### src/rtl/accumulator_unit_if.sv
// rtl/accumulator_unit_if.sv - command handshake, AddSub link and result bundle for accumulator_unit
interface accumulator_unit_if #(
    parameter int WIDTH = 16
);
    logic             in_valid;
    logic             in_ready;
    logic [3:0]       opcode;
    logic [WIDTH-1:0] operand;
    logic [WIDTH-1:0] alu_a;
    logic [WIDTH-1:0] alu_b;
    logic             alu_mode;
    logic [WIDTH-1:0] alu_sum;
    logic             alu_carry;
    logic             alu_overflow;
    logic [WIDTH-1:0] acc;
    logic             flag_c;
    logic             flag_v;
    logic             flag_z;
    logic             flag_n;
    logic             out_valid;
    logic [1:0]       err;

    modport master (
        output in_valid, opcode, operand, alu_sum, alu_carry, alu_overflow,
        input  in_ready, alu_a, alu_b, alu_mode, acc, flag_c, flag_v, flag_z, flag_n, out_valid, err
    );

    modport slave (
        input  in_valid, opcode, operand, alu_sum, alu_carry, alu_overflow,
        output in_ready, alu_a, alu_b, alu_mode, acc, flag_c, flag_v, flag_z, flag_n, out_valid, err
    );
endinterface

### src/rtl/accumulator_unit.sv
// rtl/accumulator_unit.sv - three-state accumulator controller driving an external combinational AddSub
module accumulator_unit #(
    parameter int WIDTH = 16
) (
    input  logic                clk,
    input  logic                reset,
    accumulator_unit_if.slave   bus
);
    localparam logic [3:0] OP_NOP    = 4'd0;
    localparam logic [3:0] OP_LOAD   = 4'd1;
    localparam logic [3:0] OP_ADD    = 4'd2;
    localparam logic [3:0] OP_SUB    = 4'd3;
    localparam logic [3:0] OP_CLR    = 4'd4;
    localparam logic [3:0] OP_CLRERR = 4'd5;

    typedef enum logic [1:0] {
        IDLE = 2'd0,
        EXEC = 2'd1,
        DONE = 2'd2
    } state_t;

    state_t           state;
    logic [3:0]       op_q;
    logic [WIDTH-1:0] operand_q;
    logic [WIDTH-1:0] acc_q;
    logic [WIDTH-1:0] alu_b_q;
    logic             alu_mode_q;
    logic             c_q, v_q, z_q, n_q;
    logic [1:0]       err_q;
    logic             in_ready_q;
    logic             out_valid_q;

    assign bus.in_ready  = in_ready_q;
    assign bus.alu_a     = acc_q;
    assign bus.alu_b     = alu_b_q;
    assign bus.alu_mode  = alu_mode_q;
    assign bus.acc       = acc_q;
    assign bus.flag_c    = c_q;
    assign bus.flag_v    = v_q;
    assign bus.flag_z    = z_q;
    assign bus.flag_n    = n_q;
    assign bus.out_valid = out_valid_q;
    assign bus.err       = err_q;

    always_ff @(posedge clk or posedge reset) begin
        if (reset) begin
            state       <= IDLE;
            op_q        <= '0;
            operand_q   <= '0;
            acc_q       <= '0;
            alu_b_q     <= '0;
            alu_mode_q  <= 1'b0;
            c_q         <= 1'b0;
            v_q         <= 1'b0;
            z_q         <= 1'b1;
            n_q         <= 1'b0;
            err_q       <= 2'b00;
            in_ready_q  <= 1'b1;
            out_valid_q <= 1'b0;
        end else begin
            case (state)
                IDLE: begin
                    out_valid_q <= 1'b0;
                    if (bus.in_valid) begin
                        op_q       <= bus.opcode;
                        operand_q  <= bus.operand;
                        // AddSub operands are presented only while the command executes
                        alu_b_q    <= bus.operand;
                        alu_mode_q <= (bus.opcode == OP_SUB);
                        in_ready_q <= 1'b0;
                        state      <= EXEC;
                    end
                end
                EXEC: begin
                    alu_b_q     <= '0;
                    alu_mode_q  <= 1'b0;
                    out_valid_q <= 1'b1;
                    state       <= DONE;
                    case (op_q)
                        OP_NOP: ;
                        OP_LOAD: begin
                            acc_q <= operand_q;
                            c_q   <= 1'b0;
                            v_q   <= 1'b0;
                            z_q   <= (operand_q == '0);
                            n_q   <= operand_q[WIDTH-1];
                        end
                        OP_ADD, OP_SUB: begin
                            acc_q    <= bus.alu_sum;
                            c_q      <= bus.alu_carry;
                            v_q      <= bus.alu_overflow;
                            z_q      <= (bus.alu_sum == '0);
                            n_q      <= bus.alu_sum[WIDTH-1];
                            err_q[0] <= err_q[0] | bus.alu_overflow;
                        end
                        OP_CLR: begin
                            acc_q <= '0;
                            c_q   <= 1'b0;
                            v_q   <= 1'b0;
                            z_q   <= 1'b1;
                            n_q   <= 1'b0;
                        end
                        OP_CLRERR: err_q <= 2'b00;
                        default:   err_q[1] <= 1'b1;
                    endcase
                end
                DONE: begin
                    out_valid_q <= 1'b0;
                    in_ready_q  <= 1'b1;
                    state       <= IDLE;
                end
                default: begin
                    out_valid_q <= 1'b0;
                    in_ready_q  <= 1'b1;
                    state       <= IDLE;
                end
            endcase
        end
    end
endmodule
### src/flat_wrapper.sv
// flat-port wrapper written by rule: the top's interface ports become plain ports
module accumulator_unit_flat 
#(
    parameter int WIDTH = 16
)
  (clk, reset, bus_in_valid, bus_opcode, bus_operand, bus_alu_sum, bus_alu_carry, bus_alu_overflow, bus_in_ready, bus_alu_a, bus_alu_b, bus_alu_mode, bus_acc, bus_flag_c, bus_flag_v, bus_flag_z, bus_flag_n, bus_out_valid, bus_err);
  accumulator_unit_if #(.WIDTH(WIDTH)) bus_i ();
  input  logic clk;
  input  logic reset;
  input wire logic [$bits(bus_i.in_valid)-1:0] bus_in_valid;
  input wire logic [$bits(bus_i.opcode)-1:0] bus_opcode;
  input wire logic [$bits(bus_i.operand)-1:0] bus_operand;
  input wire logic [$bits(bus_i.alu_sum)-1:0] bus_alu_sum;
  input wire logic [$bits(bus_i.alu_carry)-1:0] bus_alu_carry;
  input wire logic [$bits(bus_i.alu_overflow)-1:0] bus_alu_overflow;
  output wire logic [$bits(bus_i.in_ready)-1:0] bus_in_ready;
  output wire logic [$bits(bus_i.alu_a)-1:0] bus_alu_a;
  output wire logic [$bits(bus_i.alu_b)-1:0] bus_alu_b;
  output wire logic [$bits(bus_i.alu_mode)-1:0] bus_alu_mode;
  output wire logic [$bits(bus_i.acc)-1:0] bus_acc;
  output wire logic [$bits(bus_i.flag_c)-1:0] bus_flag_c;
  output wire logic [$bits(bus_i.flag_v)-1:0] bus_flag_v;
  output wire logic [$bits(bus_i.flag_z)-1:0] bus_flag_z;
  output wire logic [$bits(bus_i.flag_n)-1:0] bus_flag_n;
  output wire logic [$bits(bus_i.out_valid)-1:0] bus_out_valid;
  output wire logic [$bits(bus_i.err)-1:0] bus_err;
  assign bus_i.in_valid = bus_in_valid;
  assign bus_i.opcode = bus_opcode;
  assign bus_i.operand = bus_operand;
  assign bus_i.alu_sum = bus_alu_sum;
  assign bus_i.alu_carry = bus_alu_carry;
  assign bus_i.alu_overflow = bus_alu_overflow;
  assign bus_in_ready = bus_i.in_ready;
  assign bus_alu_a = bus_i.alu_a;
  assign bus_alu_b = bus_i.alu_b;
  assign bus_alu_mode = bus_i.alu_mode;
  assign bus_acc = bus_i.acc;
  assign bus_flag_c = bus_i.flag_c;
  assign bus_flag_v = bus_i.flag_v;
  assign bus_flag_z = bus_i.flag_z;
  assign bus_flag_n = bus_i.flag_n;
  assign bus_out_valid = bus_i.out_valid;
  assign bus_err = bus_i.err;
  accumulator_unit #(.WIDTH(WIDTH)) u_core (.clk(clk), .reset(reset), .bus(bus_i));
endmodule
### config.mk
export PLATFORM = sky130hd
export DESIGN_NAME = accumulator_unit_flat
export DESIGN_NICKNAME = d
export VERILOG_FILES = /design/src/rtl/accumulator_unit_if.sv /design/src/rtl/accumulator_unit.sv /design/src/flat_wrapper.sv
export SDC_FILE = /design/constraint.sdc
export NUM_CORES = 1
export LEC_CHECK = 0
export ABC_AREA = 1
export CAP_MARGIN = 0
export CORE_ASPECT_RATIO = 0.9
export CORE_MARGIN = 2
export CORE_UTILIZATION = 45
export DETAILED_ROUTE_END_ITERATION = 6
export MAX_ROUTING_LAYER = met4
export PLACE_DENSITY = 0.79
export SYNTH_ARGS = -nofsm -noshare
export SYNTH_HDL_FRONTEND = slang
export SYNTH_SLANG_ARGS = --single-unit
### constraint.sdc
create_clock -name clk -period 4.4 [get_ports clk]
set_input_delay 0.88 -clock clk [delete_from_list [all_inputs] [get_ports clk]]
set_output_delay 0.88 -clock clk [all_outputs]
set_load 0.1 [all_outputs]
==> results of run 1 <==
-- registers in the layout, indices dropped and copies added (netlist names) --
register              flops
u_core.bus.flag_z         1
u_core.bus.alu_mode       1
u_core.bus.in_ready       1
u_core.bus.flag_v         1
u_core.operand_q         16
u_core.bus.err            2
u_core.bus.alu_b         16
u_core.state              2
u_core.bus.flag_c         1
u_core.bus.acc           16
u_core.bus.out_valid      1
u_core.op_q               4
-- through the flow --
stage,util,worst slack [ns],instance area [um^2],hold slack [ns],std cells
after floorplan,-,1.98,2820,0.464,334
after global placement,0.605,1.62,3680,0.460,475
after detailed placement,0.605,1.51,3680,0.467,475
after CTS,0.641,1.50,3890,0.485,491
after global routing,0.641,1.47,3890,0.497,491
final,0.641,1.52,3890,0.485,491
-- layout make-up --
type                    count  area share
well taps                  72      0.0231
multi-input cells         213       0.242
inverters                  30      0.0296
repair buffers             98       0.251
clock buffers              12      0.0373
flip-flops and latches     62       0.399
clock inverters             4      0.0180
-- logic make-up (layout without fill, tap and decap cells) --
kind of cell	count (synthesis)	in the layout
and+or+nand+nor	171	171
DFF	62	62
buffers and inverters	59	144
AOI/OAI and AO/OA	42	42
-- cells in the mapped netlist --
cell type | instances | area share
sky130_fd_sc_hd__buf_6 | 3 | 0.012
sky130_fd_sc_hd__inv_1 | 26 | 0.035
sky130_fd_sc_hd__nand3_1 | 28 | 0.050
sky130_fd_sc_hd__dfstp_2 | 2 | 0.019
sky130_fd_sc_hd__buf_4 | 19 | 0.051
sky130_fd_sc_hd__inv_2 | 3 | 0.0040
sky130_fd_sc_hd__o21ai_0 | 15 | 0.027
sky130_fd_sc_hd__inv_4 | 1 | 0.0022
sky130_fd_sc_hd__nor2_2 | 2 | 0.0044
sky130_fd_sc_hd__dfrtp_1 | 60 | 0.53
sky130_fd_sc_hd__nor2_1 | 25 | 0.033
sky130_fd_sc_hd__o21ai_2 | 2 | 0.0062
sky130_fd_sc_hd__nand4_4 | 1 | 0.0075
sky130_fd_sc_hd__nand2_1 | 110 | 0.15
sky130_fd_sc_hd__a21oi_4 | 1 | 0.0058
sky130_fd_sc_hd__nand2_2 | 4 | 0.0089
sky130_fd_sc_hd__clkbuf_1 | 2 | 0.0027
sky130_fd_sc_hd__o22ai_1 | 2 | 0.0044
sky130_fd_sc_hd__buf_2 | 5 | 0.0089
sky130_fd_sc_hd__o21ai_1 | 20 | 0.035
sky130_fd_sc_hd__a21oi_1 | 2 | 0.0035
sky130_fd_sc_hd__nor3_1 | 1 | 0.0018
-- worst paths after layout --
path,startpoint,endpoint,slack [ns]
min reg2reg,u_core.bus.flag_z$_DFFE_PP1P_,u_core.bus.flag_z$_DFFE_PP1P_,0.48
min,u_core.bus.flag_z$_DFFE_PP1P_,u_core.bus.flag_z$_DFFE_PP1P_,0.48
max,u_core.bus.flag_z$_DFFE_PP1P_,bus_flag_z,1.52
max reg2reg,u_core.state[1]$_DFFE_PP0N_,u_core.bus.alu_mode$_DFFE_PP0P_,2.31
max in group asynchronous,reset,u_core.operand_q[13]$_DFFE_PP0P_,2.56
min in group asynchronous,reset,u_core.bus.acc[13]$_DFFE_PP0P_,1.06
-- metal layers --
metal / wire [um] / part of all wire / track usage / up-vias
li1: - / - / - / 1194
met1: 3250 / 0.47 / 0.320 / 1133
met2: 3230 / 0.46 / 0.329 / 93
met3: 381 / 0.055 / 0.0374 / 12
met4: 118 / 0.017 / 0.0938 / 0
met5: 0 / 0 / - / -
-- layout by cell type, fill, tap and decap left out, drive strengths merged --
cell / instances
clkbuf: 12
nor2: 27
bufinv: 2
o21ai: 37
clkinv: 2
inv: 30
dfrtp: 60
nand2: 114
buf: 1
dfstp: 2
a21oi: 3
nand3: 28
o22ai: 2
clkdlybuf4s50: 97
nand4: 1
nor3: 1
==> flow_summary.yaml, run 1 <==
run_status:
  run_status: "finished clean"
clocking:
  cts_hold_buffers: 0
  cts.path.max_buffers: 2
  cts.htree.levels: 3
  clk_pin_slew_ns: 0.07
  cts-buffers-inserted: 9
  clk-insertion-delay-late_ns: 0.34
  cts.sink_count: 62
  cts_resizes: 0
  clk_root_buffer_cell: "sky130_fd_sc_hd__clkbuf_8"
  cts_tree: "built"
  post-cts-setup-buffers: 0
drt:
  wire_per_inst_um: 14.2
  route.final.wire_length_um: 6970
  drt_iter0_drc: 164
  detailroute.via_count: 2432
  ant_nets: 0
  drc: 0
  drt_first_pass_iters: 4
  vias_per_cell: 4.95
grt:
  maximum_number_of_pins_on_one_net_before_global_route_repair: 46
  grt_pass1_vias: 2418
  remaining_overflow_grt: 0
  globalRouteTotalUtil: 0.227
  grt_first_pass_wirelength_um: 11700
  grt_antenna_before_repair: 0
worst_setup_path:
  cp_max_fo: 2
  buffers_and_inverters_on_the_worst_path: 1
  worstPathArrival_ns: 2.00
  crit_path_top_delay_cell: "sky130_fd_sc_hd__clkdlybuf4s50_1"
  startpoint_type_of_the_worst_setup_path: "flop"
  number_of_stages_on_the_worst_setup_path: 1
  worst_path_largest_cell_delay_ns: 1.13
  worstRegToRegCells: 5
  crit_type: "reg2out"
  worst-endpoint-required_ns: 3.52
  capturing_element_type_of_the_critical_path: "output port"
  critical_path.cell_chain: "clkdlybuf4s50_1"
  path_delay_family: "buffers and inverters"
sta:
  report.final.slew_viol_count: 0
  final_min_period_over_clock_period: 0.655
  slew_headroom: 0.341
  fin_skew_ns: 0.00931
  fmaxAchievable_ghz: 0.347
  setup-violations-final: 0
  slew_worst_pin_ns: 0.986
  setup_repair_after_global_routing_missed_its_margin: "false"
  setup_tns_ns: 0
  finalWorstPathRequiredPeriod_ns: 2.88
  hold_violations: 0
yosys:
  muxShareOfSynthArea: 0
  syn-num-nets: 375
  synth_compound_gate_area_share: 0.0821
  synth.avg_cell_area_um2: 8.44
  count_of_different_cell_masters_after_synthesis: 22
  ys_warn_count: 0
  synthAdderAreaFrac: 0
  syn-cell-area_um2: 2820
  synth-simple-area-share: 0.252
  synth-xor-area-share: 0
  ys_ff_latch: 62
  yosysSeqAreaShare: 0.551
  synthesis.instances: 334
  dominant_combinational_cell_family_by_area_after_synthesis: "simple AND/OR/NAND/NOR gates"
final_layout:
  drive_gt1_frac: 0.0764
  nets: 455
  area_delta_synth_final_pct: 38.1
  antenna-diode-count: 0
  register_area_um2: 1550
  layout.filler_cells: 504
  area_of_the_multi_input_gates_um2: 942
floorplanning:
  vertical_die_dimension_um: 79.1
  io_pins: 98
  die_width_um: 87.4
  placement_rows: 27
  starting_density: 0.464
  placeable_core_region_um2: 6080
  die_area_um2: 6920
run:
  max-cap-violations: 0
worst_hold_path:
  min_path_cells: 2
  timing.hold.worst.class: "reg2reg"
placement:
  placement.io_buffers: 97
  post-dp-hpwl_um: 5020
  finalWeightedCongestion: 0.820
Power of run 1 is not shown: default switching activity piles up to over one toggle a cycle in this logic, so the estimate is an artifact.
==> inputs of run 2 (changes only) <==
clock period = 3 ns   (was 4.4 ns; I/O delays follow)
==> run 2 against run 1 <==
Register-to-register slack got worse by 1.2 ns. Sequential cell count did not move. Design area fell by 2.6%. Sequential share of layout area rose by 1.1 points. Critical endpoint is now u_core.bus.acc[0]$_DFFE_PP0P_.
==> flow_summary.yaml, run 2 (synthesis results as in run 1) <==
run_status:
  run_status: "finished clean"
drt:
  drt_first_pass_iters: 4
  ant_nets: 0
  detailroute.via_count: 2413
  wire_per_inst_um: 13.4
  vias_per_cell: 4.91
  route.final.wire_length_um: 6580
  drc: 0
  drt_iter0_drc: 125
clocking:
  cts.path.max_buffers: 2
  cts.htree.levels: 3
  cts.sink_count: 62
  clk-insertion-delay-late_ns: 0.33
  post-cts-setup-buffers: 0
  cts_tree: "built"
  cts_resizes: 0
  cts-buffers-inserted: 9
  clk_pin_slew_ns: 0.07
  clk_root_buffer_cell: "sky130_fd_sc_hd__clkbuf_8"
  cts_hold_buffers: 0
sta:
  setup-violations-final: 0
  fmaxAchievable_ghz: 0.521
  setup_repair_after_global_routing_missed_its_margin: "false"
  setup_tns_ns: 0
  final_min_period_over_clock_period: 0.640
  finalWorstPathRequiredPeriod_ns: 1.92
  slew_worst_pin_ns: 0.710
  report.final.slew_viol_count: 0
  hold_violations: 0
  fin_skew_ns: 0.00819
  slew_headroom: 0.526
  layout_setup_ws_ns: 1.08
worst_setup_path:
  cp_common_cell: "sky130_fd_sc_hd__nand2_1"
  crit_path_top_delay_cell: "sky130_fd_sc_hd__a21oi_4"
  worst_path_largest_cell_delay_ns: 0.53
  worstReg2RegStart: "u_core.state[1]$_DFFE_PP0N_"
  startpoint_type_of_the_worst_setup_path: "flop"
  crit_type: "reg2reg"
  worst-endpoint-required_ns: 3.23
  critical_path.reg2reg.endpoint: "u_core.bus.acc[0]$_DFFE_PP0P_"
  cp_max_fo: 20
  critical_path.cell_chain: "nor2_2 -> inv_1 -> a21oi_4 -> inv_4 -> nand2_1 -> nand2_1"
  worstPathArrival_ns: 2.15
  worstRegToRegCells: 6
  rrSetupSlack_ns: 1.08
  capturing_element_type_of_the_critical_path: "flop"
grt:
  globalRouteTotalUtil: 0.209
  grt_pass1_vias: 2236
  grt_first_pass_wirelength_um: 10800
  remaining_overflow_grt: 0
  maximum_number_of_pins_on_one_net_before_global_route_repair: 63
  grt_antenna_before_repair: 0
placement:
  finalWeightedCongestion: 0.812
  placement.io_buffers: 97
  dpl-instance-area_um2: 3560
  dp_cells: 476
  dp_slack_ns: 1.09
  post-dp-hpwl_um: 4790
floorplanning:
  placeable_core_region_um2: 6080
  placement_rows: 27
  vertical_die_dimension_um: 79.1
  starting_density: 0.464
  die_width_um: 87.4
  die_area_um2: 6920
  io_pins: 98
worst_hold_path:
  min_to: "u_core.bus.flag_z$_DFFE_PP1P_"
  timing.hold.worst.class: "reg2reg"
  hold_path_startpoint: "u_core.bus.flag_z$_DFFE_PP1P_"
  min_path_cells: 2
final_layout:
  layout.cells.most_common_list: "sky130_fd_sc_hd__nand2_1 (110), sky130_fd_sc_hd__dfrtp_1 (60), sky130_fd_sc_hd__buf_4 (58), sky130_fd_sc_hd__clkdlybuf4s50_1 (40), sky130_fd_sc_hd__nand3_1 (28)"
  area_delta_synth_final_pct: 34.5
  antenna-diode-count: 0
  layout.filler_cells: 515
  final_area_um2: 3790
  drive_gt1_frac: 0.215
  post_layout_nonfiller_instances: 491
  nets: 456
  layout.cells.most_common: "sky130_fd_sc_hd__nand2_1"
  register_area_um2: 1550
  area_of_the_multi_input_gates_um2: 942
run:
  max-cap-violations: 0
[run 2: routing by layer]
metal	up-vias	share of wire	GRT usage
li1	1192	-	-
met1	1101	0.47	0.308
met2	111	0.44	0.283
met3	9	0.076	0.0499
met4	0	0.014	0.0723
met5	-	0	-
[run 2: cell type report]
cell class                 instances  area share
clock buffer                      11      0.0373
timing repair buffer              99       0.226
inverter                          30      0.0303
multi-input combinational        213       0.248
sequential                        62       0.410
tap                               72      0.0237
clock inverter                     4      0.0251
[run 2: through the flow]
stage	utilization	hold slack (ns)
5_1_grt	0.624	0.509
4_1_cts	0.624	0.481
2_1_floorplan	-	0.464
3_3_place_gp	0.585	0.459
3_5_place_dp	0.585	0.470
6_report	0.624	0.486
[run 2: worst max path at each step]
stage                                startpoint                              end  slack [ns]  cells after the start
detailed placement                 bus_in_valid  u_core.bus.alu_mode$_DFFE_PP0P_        1.09                      5
finish              u_core.state[1]$_DFFE_PP0N_    u_core.bus.acc[0]$_DFFE_PP0P_        1.08                      6
global route        u_core.state[1]$_DFFE_PP0N_    u_core.bus.acc[3]$_DFFE_PP0P_        0.90                      6
global placement    u_core.state[1]$_DFFE_PP0N_    u_core.bus.acc[1]$_DFFE_PP0P_        1.12                      6
CTS                 u_core.state[1]$_DFFE_PP0N_    u_core.bus.acc[0]$_DFFE_PP0P_        1.08                      6
floorplan                                 reset    u_core.bus.acc[0]$_DFFE_PP0P_        0.86                      1
[run 2: worst max-delay path, delay by kind of cell (launching register included)]
family | cells | cell delay (ns)
compound gates | 1 | 0.53
flops | 1 | 0.41
simple gates | 3 | 0.34
buf+inv | 2 | 0.53
Power of run 2 is left out for the same reason.
==> inputs of run 3 (changes only) <==
clock period = 1.8 ns   (was 3 ns; I/O delays follow)
==> run 3 against run 2 <==
Worst hold slack lost 0.073 ns. Worst setup slack lost 0.87 ns. Register-to-register slack lost 0.87 ns. Final cell count grew 1.0%. Critical path type unchanged. Critical endpoint is now u_core.bus.acc[7]$_DFFE_PP0P_. Largest cell class is now buffers.
==> flow_summary.yaml, run 3 (synthesis results as in run 1) <==
sta:
  layout_setup_ws_ns: 0.208
  worst_hold_slack_ns: 0.414
  setup_tns_ns: 0
  fin_skew_ns: 0.00935
  finalWorstPathRequiredPeriod_ns: 1.59
  hold_violations: 0
  setup-violations-final: 0
  slew_worst_pin_ns: 0.559
  final_min_period_over_clock_period: 0.884
  fmaxAchievable_ghz: 0.628
  report.final.slew_viol_count: 0
  slew_headroom: 0.627
  setup_repair_after_global_routing_missed_its_margin: "false"
clocking:
  post-cts-setup-buffers: 0
  cts_resizes: 0
  cts.sink_count: 62
  cts_tree: "built"
  cts-buffers-inserted: 9
  clk_pin_slew_ns: 0.07
  cts_hold_buffers: 0
  cts.path.max_buffers: 2
  clk-insertion-delay-late_ns: 0.35
  cts.htree.levels: 3
  clk_root_buffer_cell: "sky130_fd_sc_hd__clkbuf_8"
placement:
  placement.io_buffers: 97
  dp_slack_ns: 0.139
  finalWeightedCongestion: 0.871
  post-dp-hpwl_um: 5520
final_layout:
  layout.cells.most_common: "sky130_fd_sc_hd__nand2_1"
  layout.cells.most_common_list: "sky130_fd_sc_hd__nand2_1 (110), sky130_fd_sc_hd__dfrtp_1 (60), sky130_fd_sc_hd__buf_12 (59), sky130_fd_sc_hd__clkdlybuf4s50_1 (40), sky130_fd_sc_hd__nand3_1 (28)"
  nets: 460
  area_delta_synth_final_pct: 61.4
  drive_gt1_frac: 0.224
  antenna-diode-count: 0
grt:
  grt_first_pass_wirelength_um: 12100
  grt_pass1_vias: 2529
  globalRouteTotalUtil: 0.238
  remaining_overflow_grt: 0
  maximum_number_of_pins_on_one_net_before_global_route_repair: 34
  grt_antenna_before_repair: 0
worst_setup_path:
  worstRegToRegCells: 6
  worstPathArrival_ns: 1.83
  capturing_element_type_of_the_critical_path: "flop"
  crit_type: "reg2reg"
  worstReg2RegStart: "u_core.op_q[2]$_DFFE_PP0P_"
  cp_max_fo: 14
  startpoint_type_of_the_worst_setup_path: "flop"
  critical_path.reg2reg.endpoint: "u_core.bus.acc[7]$_DFFE_PP0P_"
  worst-endpoint-required_ns: 2.04
  rrSetupSlack_ns: 0.21
  worstSetupStartpoint: "u_core.op_q[2]$_DFFE_PP0P_"
floorplanning:
  die_area_um2: 6920
  starting_density: 0.464
  vertical_die_dimension_um: 79.1
  die_width_um: 87.4
  io_pins: 98
  placement_rows: 27
  placeable_core_region_um2: 6080
run_status:
  run_status: "finished clean"
drt:
  drt_first_pass_iters: 5
  wire_per_inst_um: 15.0
  ant_nets: 0
  drt_iter0_drc: 198
  route.final.wire_length_um: 7420
  detailroute.via_count: 2549
  drc: 0
  vias_per_cell: 5.14
run:
  max-cap-violations: 0
worst_hold_path:
  timing.hold.worst.class: "in2async"
==> run 3: cell count changes in the layout (fill, tap and decap cells not counted), sizes merged <==
cell	before	now
buf	59	63
clkbuf	11	13
bufinv	3	2
clkinvlp	0	1
inv	30	29
==> run 3: final cells by class <==
cell class	instances	area, um^2
multi-input cells	213	942
flip-flops and latches	62	1550
clock buffers	13	169
clock inverters	3	65.1
inverters	30	119
well taps	72	90.1
fillers	360	1530
repair buffers	103	1610
==> run 3: how the worst max path moves through the flow <==
stage                                                 end  slack (ns)  cells after the start
after detailed placement  u_core.bus.alu_mode$_DFFE_PP0P_        0.14                      5
final                       u_core.bus.acc[7]$_DFFE_PP0P_        0.21                      6
after floorplan                               bus_acc[15]        0.08                      1
after global placement    u_core.bus.alu_mode$_DFFE_PP0P_        0.21                      5
after global routing        u_core.bus.acc[7]$_DFFE_PP0P_         0.1                      6
after CTS                   u_core.bus.acc[7]$_DFFE_PP0P_        0.22                      6
==> run 3: routing by layer <==
| metal | vias up | global-route usage | wire length, um |
|---|---|---|---|
| met5 | - | - | 0 |
| met4 | 0 | 0.102 | 160 |
| met3 | 15 | 0.0478 | 529 |
| met2 | 134 | 0.354 | 3480 |
| met1 | 1195 | 0.318 | 3240 |
| li1 | 1205 | - | - |
==> run 3: critical path: stages (launching register included) <==
cell,delay [ns]
sky130_fd_sc_hd__dfrtp_1,0.45
sky130_fd_sc_hd__nor2_2,0.20
sky130_fd_sc_hd__nand2_2,0.15
sky130_fd_sc_hd__nand2_1,0.36
sky130_fd_sc_hd__o21ai_0,0.17
sky130_fd_sc_hd__nand2_1,0.10
sky130_fd_sc_hd__nand2_1,0.06
==> run 3: metrics by stage <==
step / cell area (um^2) / std cells / utilization
floorplan: 2820 / 334 / -
global placement: 4320 / 480 / 0.710
detailed placement: 4320 / 480 / 0.710
CTS: 4550 / 496 / 0.748
global route: 4550 / 496 / 0.748
finish: 4550 / 496 / 0.748
Power of run 3 is left out for the same reason.
==> RTL change: new RTL, flow settings as in run 3 <==
Encoding of `state_t`: now one-hot (3 bits for 3 states).
--- a/src/rtl/accumulator_unit.sv
+++ b/src/rtl/accumulator_unit.sv
@@ -14,8 +14,8 @@
     localparam logic [3:0] OP_CLRERR = 4'd5;
 
-    typedef enum logic [1:0] {
-        IDLE = 2'd0,
-        EXEC = 2'd1,
-        DONE = 2'd2
+    typedef enum logic [2:0] {
+        IDLE = 3'b001,
+        EXEC = 3'b010,
+        DONE = 3'b100
     } state_t;
 
Behaviour: no difference found for any inputs over 10 cycles, from zero or initial values and one cycle with reset high; not proved beyond that.
==> RTL change against run 3 <==
Synthesized area decreased by 0.27%; critical path depth stayed put; sequential cell count rose by 1; worst setup slack lost 0.0060 ns; first-iteration DRC count down 17%; routed wire length fell by 3.1%; fmax shrank 0.38%; cell count unchanged; synthesized cell count down 0.30%; design area is 0.22% lower.
Power is not shown: default switching activity piles up to over one toggle a cycle in this logic, so the estimate is an artifact.
==> RTL change: results (changes against run 3) <==
The run finished with clean final reports. Worst-path maximum fanout: 16 (+2). The logs give 2,487 (-1.7%) for the via count of the first global-routing pass and 4 (-1) for the number of optimization iterations in the first detailed-route pass. The per-cell routed wire length was 14.5 um (-3.1%). In the synthesized netlist, the cells that appear most often are 131 x sky130_fd_sc_hd__nand2_1, 60 x sky130_fd_sc_hd__dfrtp_1, 36 x sky130_fd_sc_hd__o21ai_0. Among all flip-flop cells after synthesis, the most frequent one is sky130_fd_sc_hd__dfrtp_1. The run gives 0.20 ns as the slack of the worst reg-to-reg path. Number of fill cells: 420 (+17%).

The sequential area share after synthesis came out at 56.2% (+1.1 points). HPWL after detailed placement: 5410 um (-2.0%). The most critical setup path has its startpoint at u_core.op_q[2]$_DFFE_PP0P_. The post-synthesis cell count came out at 333 (-0.30%). The total routing usage reported by global routing was 23.1% (-0.65 points).

Clock tree synthesis selected as its root buffer the cell sky130_fd_sc_hd__clkbuf_8. In this run the worst setup path terminates at u_core.bus.acc[15]$_DFFE_PP0P_. The largest net degree at the start of global routing came out at 64 (+88%).

The number of vias per cell works out to 4.93 (-4.0%). For the buffers inserted during post-CTS setup optimization, the log shows 0 (unchanged). The ratio of cells with drive above 1 in the final layout works out to 21.0% (-1.4 points). The number of design-rule violations left by the first detailed-router iteration was 165 (-17%). The logs give 1.88 ns (+0.05 ns) for the signal arrival time at the worst endpoint and 460 (unchanged) for the number of nets at the end of the flow. The run gives 374 (-0.27%) as the synthesized net count. Ranked by total cell area, the synthesized netlist is headed by sky130_fd_sc_hd__dfrtp_1 53%, sky130_fd_sc_hd__nand2_1 17%, sky130_fd_sc_hd__o21ai_0 6.4%. The initial antenna violation count is 0 (unchanged). For the worst clock skew, the log shows 0.00990 ns (+0.000555 ns). The first-pass GRT wire length is 11,900 um (-1.8%). For the placer's final routability congestion estimate, the log shows 0.837 (-3.8%). The count of unique library cells instantiated by Yosys is 25 (+14%). The run gives 0 (unchanged) as the count of yosys warnings during synthesis.

The run gives 70.1% (+7.4 points) as the relative slew slack. In this design, the largest share of critical-path delay is due to simple AND/OR/NAND/NOR gates. The logs give 7190 um (-3.1%) for the sum of routed wire length over all layers and 0 (unchanged) for the count of antenna diodes in the layout. For this run, the slowest stage of the critical path takes 0.46 ns.
==> RTL change: cell types whose count changed after synthesis, sizes merged, moves of 2 or more <==
cell and delta:
nand2 +18, nand3 -17, buf -2, nor2 -2
==> RTL change: layout make-up <==
cell class                 count  share of cell area (%)
clock inverter                 7                    2.29
sequential                    63                    34.8
multi-input combinational    214                    20.4
timing repair buffer         101                    35.2
clock buffer                   9                    2.73
tap                           72                    1.98
inverter                      30                    2.67
==> RTL change: metal layers <==
layer  GRT usage (%)  wire, um  up-vias
li1                -         -     1197
met1            31.0      3170     1149
met2            36.0      3510       89
met3            3.53       377       11
met4            8.31       129        0
met5               -         0        -
==> RTL change: metrics by stage <==
| step | hold WS (ns) | util (%) | instance area, um2 | worst slack [ns] |
|---|---|---|---|---|
| final | 0.440 | 74.7 | 4540 | 0.202 |
| after global routing | 0.500 | 74.7 | 4540 | 0.0577 |
| after CTS | 0.453 | 74.7 | 4540 | 0.229 |
| after detailed placement | 0.483 | 70.9 | 4310 | 0.236 |
| after global placement | 0.493 | 70.9 | 4310 | 0.307 |
| after floorplan | 0.470 | - | 2820 | 0.0832 |
==> RTL change: tightest hold or removal path, delay by kind of cell <==
kind / cells / cell delay, ns
buffers and inverters: 3 / 0.82
==> RTL change: kinds of logic after synthesis <==
| group | synth area share (%) |
|---|---|
| buffers and inverters | 10.9 |
| AO/OA/AOI/OAI | 8.36 |
| flip-flops | 56.2 |
| AND/OR/NAND/NOR | 24.5 |
==> RTL change: worst min path at each step <==
stage	end	cells after the start	slack [ns]	start
2_1_floorplan	u_core.op_q[0]$_DFFE_PP0P_	2	0.47	bus_opcode[0]
3_3_place_gp	u_core.bus.flag_z$_DFFE_PP1P_	2	0.49	u_core.bus.flag_z$_DFFE_PP1P_
3_5_place_dp	u_core.bus.flag_z$_DFFE_PP1P_	2	0.48	u_core.bus.flag_z$_DFFE_PP1P_
4_1_cts	u_core.bus.flag_v$_DFFE_PP0P_	3	0.45	reset
5_1_grt	u_core.bus.err[0]$_DFFE_PP0P_	3	0.50	reset
6_report	u_core.bus.flag_c$_DFFE_PP0P_	3	0.44	reset
